$ cat src/rtl/parking_controller.sv
// rtl/parking_controller.sv - entry/exit arbitration, slot allocation, tokens, timestamps and gate sequencing for an 8-slot lot
//
// Ports:
//   clk, rst_n       : clock (rising edge), asynchronous active-low reset
//   tick_en          : time-unit strobe, advances the free-running tick counter
//   entry_req        : car waiting at entry (level, held until served)
//   exit_req         : car waiting at exit (level, held until served)
//   exit_token[2:0]  : token presented at exit
//   pattern[2:0]     : token scrambling key
//   entry_ack        : one-cycle pulse, entry accepted
//   token[2:0]       : slot ^ pattern of the last admitted car
//   exit_ack         : one-cycle pulse, exit accepted
//   exit_nack        : one-cycle pulse, presented token maps to an empty slot
//   time_total[7:0]  : parking duration in ticks of the last accepted exit
//   gate_open        : barrier open
//   occupancy[7:0]   : bit i = slot i occupied
//   parked[3:0]      : number of occupied slots
//   empty[3:0]       : number of free slots
//   full             : all slots occupied
module parking_controller #(
  parameter int GATE_CYCLES = 4
) (
  input  logic       clk,
  input  logic       rst_n,
  input  logic       tick_en,
  input  logic       entry_req,
  input  logic       exit_req,
  input  logic [2:0] exit_token,
  input  logic [2:0] pattern,
  output logic       entry_ack,
  output logic [2:0] token,
  output logic       exit_ack,
  output logic       exit_nack,
  output logic [7:0] time_total,
  output logic       gate_open,
  output logic [7:0] occupancy,
  output logic [3:0] parked,
  output logic [3:0] empty,
  output logic       full
);

  typedef enum logic [1:0] {S_IDLE, S_GATE, S_RELEASE} state_t;

  state_t     state_q, state_d;
  logic [7:0] occ_q, occ_d;
  logic [7:0] stamp_q [8];
  logic [7:0] stamp_d [8];
  logic [7:0] tick_q, tick_d;
  logic       prio_q, prio_d;              // 0: exit favoured, 1: entry favoured
  logic       served_entry_q, served_entry_d;
  logic [7:0] gate_cnt_q, gate_cnt_d;
  logic [2:0] token_q, token_d;
  logic [7:0] time_total_q, time_total_d;
  logic       entry_ack_q, entry_ack_d;
  logic       exit_ack_q, exit_ack_d;
  logic       exit_nack_q, exit_nack_d;

  logic [2:0] free_slot;
  logic [2:0] exit_slot;
  logic [3:0] parked_c;
  logic       full_c;
  logic       entry_elig;
  logic       serve_entry;
  logic       serve_exit;

  // Lowest free slot: scanning downward lets the lowest zero win.
  always_comb begin
    free_slot = 3'd0;
    for (int i = 7; i >= 0; i--) begin
      if (!occ_q[i]) free_slot = 3'(i);
    end
  end

  always_comb begin
    parked_c = 4'd0;
    for (int i = 0; i < 8; i++) begin
      parked_c = parked_c + {3'd0, occ_q[i]};
    end
  end

  assign full_c     = &occ_q;
  assign exit_slot  = exit_token ^ pattern;
  assign entry_elig = entry_req & ~full_c;

  always_comb begin
    serve_entry = 1'b0;
    serve_exit  = 1'b0;
    if (entry_elig && exit_req) begin
      if (prio_q) serve_entry = 1'b1;
      else        serve_exit  = 1'b1;
    end else if (entry_elig) begin
      serve_entry = 1'b1;
    end else if (exit_req) begin
      serve_exit = 1'b1;
    end
  end

  always_comb begin
    state_d        = state_q;
    occ_d          = occ_q;
    stamp_d        = stamp_q;
    tick_d         = tick_q + {7'd0, tick_en};
    prio_d         = prio_q;
    served_entry_d = served_entry_q;
    gate_cnt_d     = gate_cnt_q;
    token_d        = token_q;
    time_total_d   = time_total_q;
    entry_ack_d    = 1'b0;
    exit_ack_d     = 1'b0;
    exit_nack_d    = 1'b0;

    case (state_q)
      S_IDLE: begin
        if (serve_entry) begin
          occ_d[free_slot]   = 1'b1;
          stamp_d[free_slot] = tick_q;
          token_d            = free_slot ^ pattern;
          entry_ack_d        = 1'b1;
          gate_cnt_d         = 8'(GATE_CYCLES);
          served_entry_d     = 1'b1;
          state_d            = S_GATE;
          // Both sides were eligible only if exit_req is high: hand priority over.
          if (exit_req) prio_d = 1'b0;
        end else if (serve_exit) begin
          served_entry_d = 1'b0;
          if (entry_elig) prio_d = 1'b1;
          if (occ_q[exit_slot]) begin
            occ_d[exit_slot] = 1'b0;
            time_total_d     = tick_q - stamp_q[exit_slot];
            exit_ack_d       = 1'b1;
            gate_cnt_d       = 8'(GATE_CYCLES);
            state_d          = S_GATE;
          end else begin
            exit_nack_d = 1'b1;
            state_d     = S_RELEASE;
          end
        end
      end
      S_GATE: begin
        gate_cnt_d = gate_cnt_q - 8'd1;
        if (gate_cnt_q == 8'd1) state_d = S_RELEASE;
      end
      S_RELEASE: begin
        // Hold here until the served requester lets go, so a level request
        // is never served twice.
        if (served_entry_q ? !entry_req : !exit_req) state_d = S_IDLE;
      end
      default: state_d = S_IDLE;
    endcase
  end

  always_ff @(posedge clk or negedge rst_n) begin
    if (!rst_n) begin
      state_q        <= S_IDLE;
      occ_q          <= 8'd0;
      for (int i = 0; i < 8; i++) stamp_q[i] <= 8'd0;
      tick_q         <= 8'd0;
      prio_q         <= 1'b0;
      served_entry_q <= 1'b0;
      gate_cnt_q     <= 8'd0;
      token_q        <= 3'd0;
      time_total_q   <= 8'd0;
      entry_ack_q    <= 1'b0;
      exit_ack_q     <= 1'b0;
      exit_nack_q    <= 1'b0;
    end else begin
      state_q        <= state_d;
      occ_q          <= occ_d;
      for (int i = 0; i < 8; i++) stamp_q[i] <= stamp_d[i];
      tick_q         <= tick_d;
      prio_q         <= prio_d;
      served_entry_q <= served_entry_d;
      gate_cnt_q     <= gate_cnt_d;
      token_q        <= token_d;
      time_total_q   <= time_total_d;
      entry_ack_q    <= entry_ack_d;
      exit_ack_q     <= exit_ack_d;
      exit_nack_q    <= exit_nack_d;
    end
  end

  assign entry_ack  = entry_ack_q;
  assign token      = token_q;
  assign exit_ack   = exit_ack_q;
  assign exit_nack  = exit_nack_q;
  assign time_total = time_total_q;
  assign gate_open  = (state_q == S_GATE);
  assign occupancy  = occ_q;
  assign parked     = parked_c;
  assign empty      = 4'd8 - parked_c;
  assign full       = full_c;

endmodule

$ cat config.mk
export PLATFORM = sky130hd
export DESIGN_NAME = parking_controller
export DESIGN_NICKNAME = d
export VERILOG_FILES = /design/src/rtl/parking_controller.sv
export SDC_FILE = /design/constraint.sdc
export NUM_CORES = 1
export LEC_CHECK = 0
export ABC_AREA = 1
export CAP_MARGIN = 20
export CORE_MARGIN = 2
export CORE_UTILIZATION = 50
export CTS_CLUSTER_DIAMETER = 30
export DETAILED_ROUTE_END_ITERATION = 8
export GPL_TIMING_DRIVEN = 0
export PLACE_DENSITY = 0.7
export SLEW_MARGIN = 5
export SYNTH_ARGS = -nofsm -noshare
export SYNTH_HDL_FRONTEND = slang
export SYNTH_SLANG_ARGS = --single-unit
$ cat constraint.sdc
create_clock -name clk -period 5.4 [get_ports clk]
set_input_delay 1.08 -clock clk [delete_from_list [all_inputs] [get_ports clk]]
set_output_delay 1.08 -clock clk [all_outputs]
set_load 0.005 [all_outputs]
# Yosys cells after proc, flatten, opt, wreduce, memory -nomap -nowiden
# Cells that the tools add are included.
# word_totals
reg_bits	106
latch_bits	0
ramBits	0
rom_bits	0
output_inout_bits	32
word_cells	131
memories	0
# op_classes
n_addsub	11
multipliers	0
div	0
n_lt_le_gt_ge	7
eq_ne	8
shift	0
muxes	57
n_bitwise	10
n_reduce_logical	19
# ops
operator	n
$mux 8	9
$bwmux 64	1
$mux 1	27
$bmux 8 s3	1
$demux 8 s3	1
$mux 3	8
$add 4x1->4	4
$pmux 8 s2	1
$mux 2	5
$reduce_and 3->1	3
$add 8x1->8	1
$and 8x8->8	1
$eq 8x1->1 const B	1
$ge 4x4->1 const B	2
$lt 3x4->1 const B	2
$not 3->4	2
$not 8->8	1
$or 8x8->8	1
$reduce_and 4->1	2
$reduce_and 8->1	1
$reduce_bool 2->1	4
$sub 8x1->8 const B	1
$sub 8x8->8	1
$demux 1 s3	2
other kinds (20)	30

# Logic depth before layout (Yosys ltp)
# Gate-level depths: netlist of the first run.
# logic_depth
depth_word	14
ltp_mapped	19
ltp_nobuf	17

# Worst setup path after synthesis of the first run
# Ideal clock, no wire load.
# synth_path
kind	register to output
from	register occ_q[0] (netlist: occupancy[0])
to	output empty[3]
t_arrival_ns	3.137
slack_ns	1.183
stages_incl_launch_ff	12
path_buffers	0
path_cell_list	dfrtp_1 inv_1 fa_1 fa_1 fa_1 inv_1 ha_1 inv_1 fa_1 inv_1 nor3_1 xor2_1
# synth_between
elab_chain_cells	8
# synth_lines
item	line	rtl
start, declared	45	logic [7:0] occ_q, occ_d;
start signal, assigned	155	occ_q <= 8'd0;
start signal, assigned	168	occ_q <= occ_d;
$add 1x1->2	77	parked_c = parked_c + {3'd0, occ_q[i]};
$add 2x1->3	77	
$add 3x1->4	77	
$add 4x1->4 (4 in series)	77	
via parked[1]	37	output logic [3:0] parked,
$sub 4x4->4	190	assign empty = 4'd8 - parked_c;
end, declared	38	output logic [3:0] empty,
# The timed path passes the listed nets, and every way through them passes these cells.

# Worst setup path after layout of the first run
# layout_path
from	register occ_q[0] (netlist: occupancy[0])
to	output empty[3]
# layout_between
elab_chain_cells	8
# layout_lines
item	line
$add 1x1->2	77
$add 2x1->3	77
$add 3x1->4	77
$add 4x1->4 (4 in series)	77
$sub 4x4->4	190
# No other way between the ends.

==> results of run 1 <==
==> cells in the mapped netlist (5+ instances only) <==
cell type | instances | share of area [%]
nand3_1 | 35 | 3.1
o2111ai_1 | 5 | 0.77
inv_1 | 70 | 4.6
xor2_1 | 12 | 1.8
xnor2_1 | 8 | 1.2
nor2_1 | 30 | 2.0
buf_2 | 10 | 0.88
ha_1 | 16 | 3.5
o21ai_0 | 33 | 2.9
o22ai_1 | 7 | 0.77
fa_1 | 5 | 1.8
o21ai_2 | 14 | 2.2
dfrtp_1 | 106 | 47
clkinv_1 | 5 | 0.33
a21oi_1 | 18 | 1.6
nand2_1 | 210 | 14
nand4_1 | 10 | 1.1
nand2_2 | 12 | 1.3
o21ai_1 | 43 | 3.8
==> power by group through the flow <==
| stage | clock network (uW) | registers (uW) | logic, uW |
|---|---|---|---|
| 2_1_floorplan | 0 | 1160 | 995 |
| 3_5_place_dp | 0 | 1200 | 1540 |
| 4_1_cts | 762 | 1190 | 1550 |
| 3_3_place_gp | 0 | 1190 | 1490 |
| 5_1_grt | 790 | 1220 | 1730 |
| 6_report | 755 | 1190 | 1540 |
==> timing repair <==
action,4_1_cts,5_1_grt
setup buffers,0,0
hold buffers,0,0
endpoints found under the hold margin,0,0
resized for setup,0,1
setup endpoints to repair,0,1
==> through the flow <==
stage	worst slack, ns	util [%]	hold WS, ns
floorplan	1.18	-	0.444
global placement	-0.735	57.3	0.460
detailed placement	0.572	57.6	0.466
CTS	0.188	60.7	0.485
global route	0.0531	60.7	0.504
finish	0.300	60.7	0.480
==> routing by layer <==
| layer | global-route usage [%] | up-vias | wire length (um) |
|---|---|---|---|
| met5 | 0 | - | 0 |
| met4 | 8.75 | 0 | 308 |
| met3 | 3.06 | 21 | 612 |
| met2 | 40.0 | 128 | 6780 |
| met1 | 31.4 | 2371 | 6030 |
| li1 | - | 2340 | - |
==> state kept, by name, summed over array words and instances (netlist names) <==
register	flops
gate_cnt_q	8
state_q	2
entry_ack	1
occupancy	8
token	3
stamp_q	64
time_total	8
served_entry_q	1
prio_q	1
exit_nack	1
exit_ack	1
tick_q	8
==> layout make-up <==
cell class / count / share of cell area [%]
clock buffers: 12 / 4.00
multi-input cells: 487 / 39.5
flip-flops and latches: 106 / 39.8
well taps: 140 / 2.63
inverters: 81 / 4.63
clock inverters: 4 / 1.20
repair buffers: 43 / 6.68
plain buffers: 16 / 1.59
==> logic make-up after synthesis <==
family | Yosys count | share of synthesized area (%)
and+or+nand+nor | 317 | 24.5
xor gates and xnor gates | 21 | 3.36
AOI/OAI and AO/OA | 128 | 13.1
adders and majority gates | 21 | 5.27
DFF | 106 | 46.5
buffers and inverters | 97 | 7.29
==> critical path, cell delays in order, from the launching register on <==
cell             delay (ns)
dfrtp_2                0.43
inv_1                  0.11
fa_1                   0.56
fa_1                   0.43
fa_1                   0.43
inv_1                  0.06
ha_1                   0.15
inv_1                  0.05
fa_1                   0.50
inv_1                  0.06
nor3_1                 0.21
xor2_1                 0.16
clkdlybuf4s50_1        0.51
==> worst paths after layout <==
check	startpoint	to	slack (ns)	cells past startpoint
worst max-delay path	occupancy[0]$_DFFE_PN0P_	empty[3]	0.30	12
worst min-delay path	time_total[1]$_DFFE_PN0P_	time_total[1]$_DFFE_PN0P_	0.48	2
worst max register to register	stamp_q[12]$_DFFE_PN0P_	time_total[5]$_DFFE_PN0P_	3.12	11
worst min register to register	time_total[1]$_DFFE_PN0P_	time_total[1]$_DFFE_PN0P_	0.48	2
max in group asynchronous	rst_n	tick_q[3]$_DFF_PN0_	3.93	2
min in group asynchronous	rst_n	token[1]$_DFFE_PN0P_	0.75	1
==> key figures, run 1 <==
Outcome
  • Status: complete, no violations

Timing
  • Worst-Margin Slew: between 0.6 and 0.7 ns
  • Peak Freq: 196 MHz
  • Slew Limit Headroom: 54.1%
  • Fin. Hold Viols: 0
  • Setup TNS Final: 0 ns
  • RSZ-0062 raised after global routing: no
  • Clock skew: 0.00908 ns
  • Final period util: 94.4%
  • Final setup viols: 0
  • Max-slew violation count: 0
  • Tmin final: between 5 and 6 ns

Placed design
  • Port-buffer cells: 42
  • # placed instances: approximately 870
  • Post-place instance area: ~0.0063 mm^2
  • RD Place Congestion: ~0.94
  • Hpwl dp: between 10000 and 15000 um

CTS
  • CTS tree: done
  • H-tree Lvls: 3
  • Clock Latency Late Sink: 0.35 ns
  • CTS Root Cell: clkbuf_16
  • CTS Buf Count: 9
  • # clock sinks: 106
  • Clock-pin slew on the worst setup and hold paths: around 0.070 ns
  • Max Root-Sink Buffers: 2

Critical path
  • CP arrival: between 4 and 5 ns
  • WP data required: between 4 and 5 ns
  • CP endpoint kind: output port
  • Worst Setup Start Kind: register
  • Worst-path maximum fanout: 6
  • Kind of critical path: reg2out

Synthesis
  • Synthesized cell area: between 0.005 and 0.006 mm^2
  • Yosys reg bits: between 100 and 150
  • Primary FF master, synth: dfrtp_1
  • Post-synth ARST share: 100%
  • Syn Nets: between 700 and 800
  • Average cell area after synthesis: 8.26 um^2
  • Post-synth EDFFs: 0
  • Synth warn: 0
  • Cells after synthesis: ~700
  • Sequential share of the synthesized area: 46.5%
  • Distinct cells, synth: 41

Worst hold path
  • Hold WC Path Type: reg2reg

Finish
  • Final std cells w/o fill: about 900
  • Reg area: 0.00265 mm^2
  • Multi-input combinational cell area: ~0.0026 mm^2
  • Layout cells sized above 1: a little over a tenth
  • Filler cells: between 900 and 1000
  • Area growth syn-to-layout: 17.0%
  • Most frequent cells in the layout: nand2_1 (210), dfrtp_1 (105), inv_1 (70)
  • Final instance area: 0.00667 mm^2
  • Fin nets: a little under 800
  • Diode count: 0
  • Most common cell after layout, fill and taps aside: nand2_1

Global routing
  • First-pass GRT wire length: roughly 24000 um
  • Largest net degree at the start of global routing: 60
  • Global route total overflow: 0
  • Number of global-route vias before repair: 4799
  • Tot GR Track Use: 23.7%
  • Initial antenna violation count: 0

Pwr
  • Clock group share of total power: 21.7%
  • Total power: about 3500 uW
  • Pwr dens: about 520 mW/mm^2
  • Sw Ratio: a little under two fifths
  • Psw: 1340 uW
  • Comb pwr share: 44.1%
  • VDD IR-drop max: 0.000418 V
  • LEAKAGE: 0.00321 uW
  • Sequential Power Share: between 30% and 40%
  • P_int: between 2000 and 2500 uW

Floorplan
  • Die height: roughly 110 um
  • Core Region: approximately 0.011 mm^2
  • Core Rows: 38
  • Top Ports: between 40 and 50
  • Starting Density: slightly above 50%
  • Die span in x: ~110 um
  • Die area: ~0.012 mm^2

Detailed routing
  • DRT Wirelength: 13700 um
  • DRT iter0 DRCs: between 400 and 500
  • DRC violations left: 0
  • First-pass DRT Iterations: 5
  • Via count: slightly below 5000
  • Wire per inst: ~15 um
  • Post-DRT Antenna Nets: 0
  • Post-DR vias/cell: between 5 and 6

Run
  • Max-Cap Viols: 0
(Power assumes the default switching activity.)
==> run 2, diff against run 1 <==
--- a/config.mk
+++ b/config.mk
@@ -11,8 +11,9 @@
 export CORE_UTILIZATION = 50
 export CTS_CLUSTER_DIAMETER = 30
 export DETAILED_ROUTE_END_ITERATION = 8
+export GPL_ROUTABILITY_DRIVEN = 0
 export GPL_TIMING_DRIVEN = 0
-export PLACE_DENSITY = 0.7
+export PLACE_DENSITY = 0.73
 export SLEW_MARGIN = 5
 export SYNTH_ARGS = -nofsm -noshare
 export SYNTH_HDL_FRONTEND = slang
==> key figures, run 2 (same netlist as run 1, synthesis figures left out) <==
Floorplan
  • Top Ports: 43 (unchanged)
  • Core Region: 0.0110 mm^2 (unchanged)
  • Core Rows: 38 (unchanged)
  • Die span in x: 111 um (unchanged)
  • Die area: 0.0123 mm^2 (unchanged)
  • Die height: 111 um (unchanged)
  • Starting Density: 51.9% (unchanged)

Global routing
  • Number of global-route vias before repair: 4789 (was 4799)
  • Initial antenna violation count: 0 (unchanged)
  • First-pass GRT wire length: 23600 um (about the same)
  • Global route total overflow: 0 (unchanged)
  • Largest net degree at the start of global routing: 55 (was 60)
  • Tot GR Track Use: 23.7% (about the same)

Timing
  • Setup TNS Final: 0 ns (unchanged)
  • Max-slew violation count: 0 (unchanged)
  • Peak Freq: 193 MHz (was 196 MHz)
  • Slew Limit Headroom: 52.4% (was 54.1%)
  • Final period util: 96.0% (was 94.4%)
  • Tmin final: 5.18 ns (was 5.10 ns)
  • Clock skew: 0.00659 ns (was 0.00908 ns)
  • Fin worst setup slack: 0.216 ns (was 0.300 ns)
  • Fin. Hold Viols: 0 (unchanged)
  • Hold Slack: 0.480 ns (about the same)
  • Final setup viols: 0 (unchanged)
  • RSZ-0062 raised after global routing: no (unchanged)
  • Worst-Margin Slew: 0.714 ns (was 0.685 ns)

Detailed routing
  • Post-DR vias/cell: 5.45 (was 5.47)
  • Wire per inst: 15.6 um (was 15.4 um)
  • DRT Wirelength: 13800 um (was 13700 um)
  • DRC violations left: 0 (unchanged)
  • Post-DRT Antenna Nets: 0 (unchanged)
  • First-pass DRT Iterations: 5 (unchanged)
  • DRT iter0 DRCs: 484 (was 431)
  • Via count: 4844 (was 4860)

Critical path
  • Cell count of the worst reg-to-reg path: 11 (unchanged)
  • Worst-path maximum fanout: 6 (unchanged)
  • Slowest stage delay, CP: 0.56 ns (about the same)
  • WP data required: 4.32 ns (about the same)
  • CP endpoint kind: output port (unchanged)
  • CP arrival: 4.10 ns (was 4.02 ns)
  • Kind of critical path: reg2out (unchanged)
  • Slowest stage cell, crit path: fa_1 (unchanged)
  • Worst r2r dst: time_total[5]$_DFFE_PN0P_ (unchanged)
  • R2R Path Start: stamp_q[2]$_DFFE_PN0P_ (was stamp_q[12]$_DFFE_PN0P_)
  • Worst Setup Start Kind: register (unchanged)
  • R2R Setup Slk: 3.10 ns (was 3.12 ns)
  • Cell Chain, Critical Path: inv_1 -> fa_1 -> fa_1 -> fa_1 -> inv_1 -> ha_1 -> inv_1 -> fa_1 -> inv_1 -> nor3_1 -> xor2_1 -> clkdlybuf4s50_1 (unchanged)

Placed design
  • Place WS: 0.483 ns (was 0.572 ns)
  • Hpwl dp: 10000 um (was 10200 um)
  • Port-buffer cells: 42 (unchanged)
  • # placed instances: 873 (unchanged)

Pwr
  • LEAKAGE: 0.00321 uW (about the same)
  • Pwr dens: 520 mW/mm^2 (was 522 mW/mm^2)
  • Total power: 3460 uW (was 3480 uW)
  • VDD IR-drop max: 0.000352 V (was 0.000418 V)

Finish
  • Most common cell after layout, fill and taps aside: nand2_1 (unchanged)
  • Diode count: 0 (unchanged)
  • Max reg flops: 64 (unchanged)
  • Filler cells: 951 (was 979)
  • Final std cells w/o fill: 889 (unchanged)
  • Area growth syn-to-layout: 16.8% (was 17.0%)
  • Layout cells sized above 1: 10.8% (unchanged)
  • Reg area: 0.00265 mm^2 (unchanged)
  • Fin nets: 776 (unchanged)
  • Most frequent cells in the layout: nand2_1 (210), dfrtp_1 (105), inv_1 (70) (unchanged)
  • Biggest register: stamp_q (unchanged)
  • Multi-input combinational cell area: 0.00263 mm^2 (unchanged)

CTS
  • Clock Latency Late Sink: 0.35 ns (about the same)
  • Clock-pin slew on the worst setup and hold paths: 0.07 ns (about the same)
  • Hold buffers post-CTS: 0 (unchanged)
  • # clock sinks: 106 (unchanged)
  • Max Root-Sink Buffers: 2 (unchanged)
  • CTS Root Cell: clkbuf_16 (unchanged)
  • CTS tree: done (unchanged)
  • CTS Buf Count: 9 (unchanged)
  • H-tree Lvls: 3 (unchanged)

Worst hold path
  • End of the worst hold path: time_total[4]$_DFFE_PN0P_ (was time_total[1]$_DFFE_PN0P_)
  • Hold WC Path Type: reg2reg (unchanged)
  • Hold path depth: 2 (unchanged)
  • Hold path start: time_total[4]$_DFFE_PN0P_ (was time_total[1]$_DFFE_PN0P_)

Run
  • Max-Cap Viols: 0 (unchanged)

Outcome
  • Status: complete, no violations (unchanged)
[run 2: cell count changes in the layout (fill, tap and decap cells not counted)]
cell      before  now
inv_6          1    2
inv_8          1    0
clkbuf_8       3    2
clkinv_2       0    1
[run 2: critical path, delay by kind of cell (launching register included)]
family	cells	cell delay, ns
xor+xnor	1	0.16
fa+ha+maj	5	2.10
buf+inv	5	0.82
flops	1	0.44
simple gates	1	0.22
[run 2: layout make-up]
cell class | count | share of cell area (%)
sequential | 106 | 39.9
tap | 140 | 2.63
timing repair buffer | 43 | 6.69
inverter | 81 | 4.64
clock buffer | 11 | 3.80
buffer | 16 | 1.60
multi-input combinational | 487 | 39.5
clock inverter | 5 | 1.24
[run 2: timing repair]
action,in CTS,in global routing
endpoints found under the setup margin,0,1
resized for setup,0,1
buffers inserted,0,0
[run 2: worst max path at each step]
| stage | start | end | slack, ns | cells after the start |
|---|---|---|---|---|
| finish | occupancy[0]$_DFFE_PN0P_ | empty[3] | 0.22 | 12 |
| global route | occupancy[0]$_DFFE_PN0P_ | empty[3] | 0.06 | 12 |
| floorplan | occupancy[0]$_DFFE_PN0P_ | empty[3] | 1.18 | 11 |
| CTS | occupancy[0]$_DFFE_PN0P_ | empty[3] | 0.11 | 12 |
| global placement | rst_n | tick_q[0]$_DFF_PN0_ | -0.65 | 1 |
| detailed placement | occupancy[0]$_DFFE_PN0P_ | empty[3] | 0.48 | 12 |
[run 2: per-stage QoR]
| stage | util (%) | cell area [um^2] |
|---|---|---|
| 6_report | 60.6 | 6660 |
| 5_1_grt | 60.6 | 6660 |
| 4_1_cts | 60.6 | 6660 |
| 3_5_place_dp | 57.6 | 6320 |
| 3_3_place_gp | 57.3 | 6300 |
| 2_1_floorplan | - | 5700 |
[run 2: power by group]
part	internal (uW)	total (uW)	switching, uW
registers	1020	1190	173
logic	678	1540	864
clock network	434	726	292
total	2130	3460	1330
[run 2: routing by layer]
metal  vias up  track usage (%)  part of all wire (%)
met5         -                0                     0
met2       122             40.2                    50
met1      2352             30.4                    43
met3        23             4.54                   4.3
met4         0             8.25                   2.2
li1       2347                -                     -
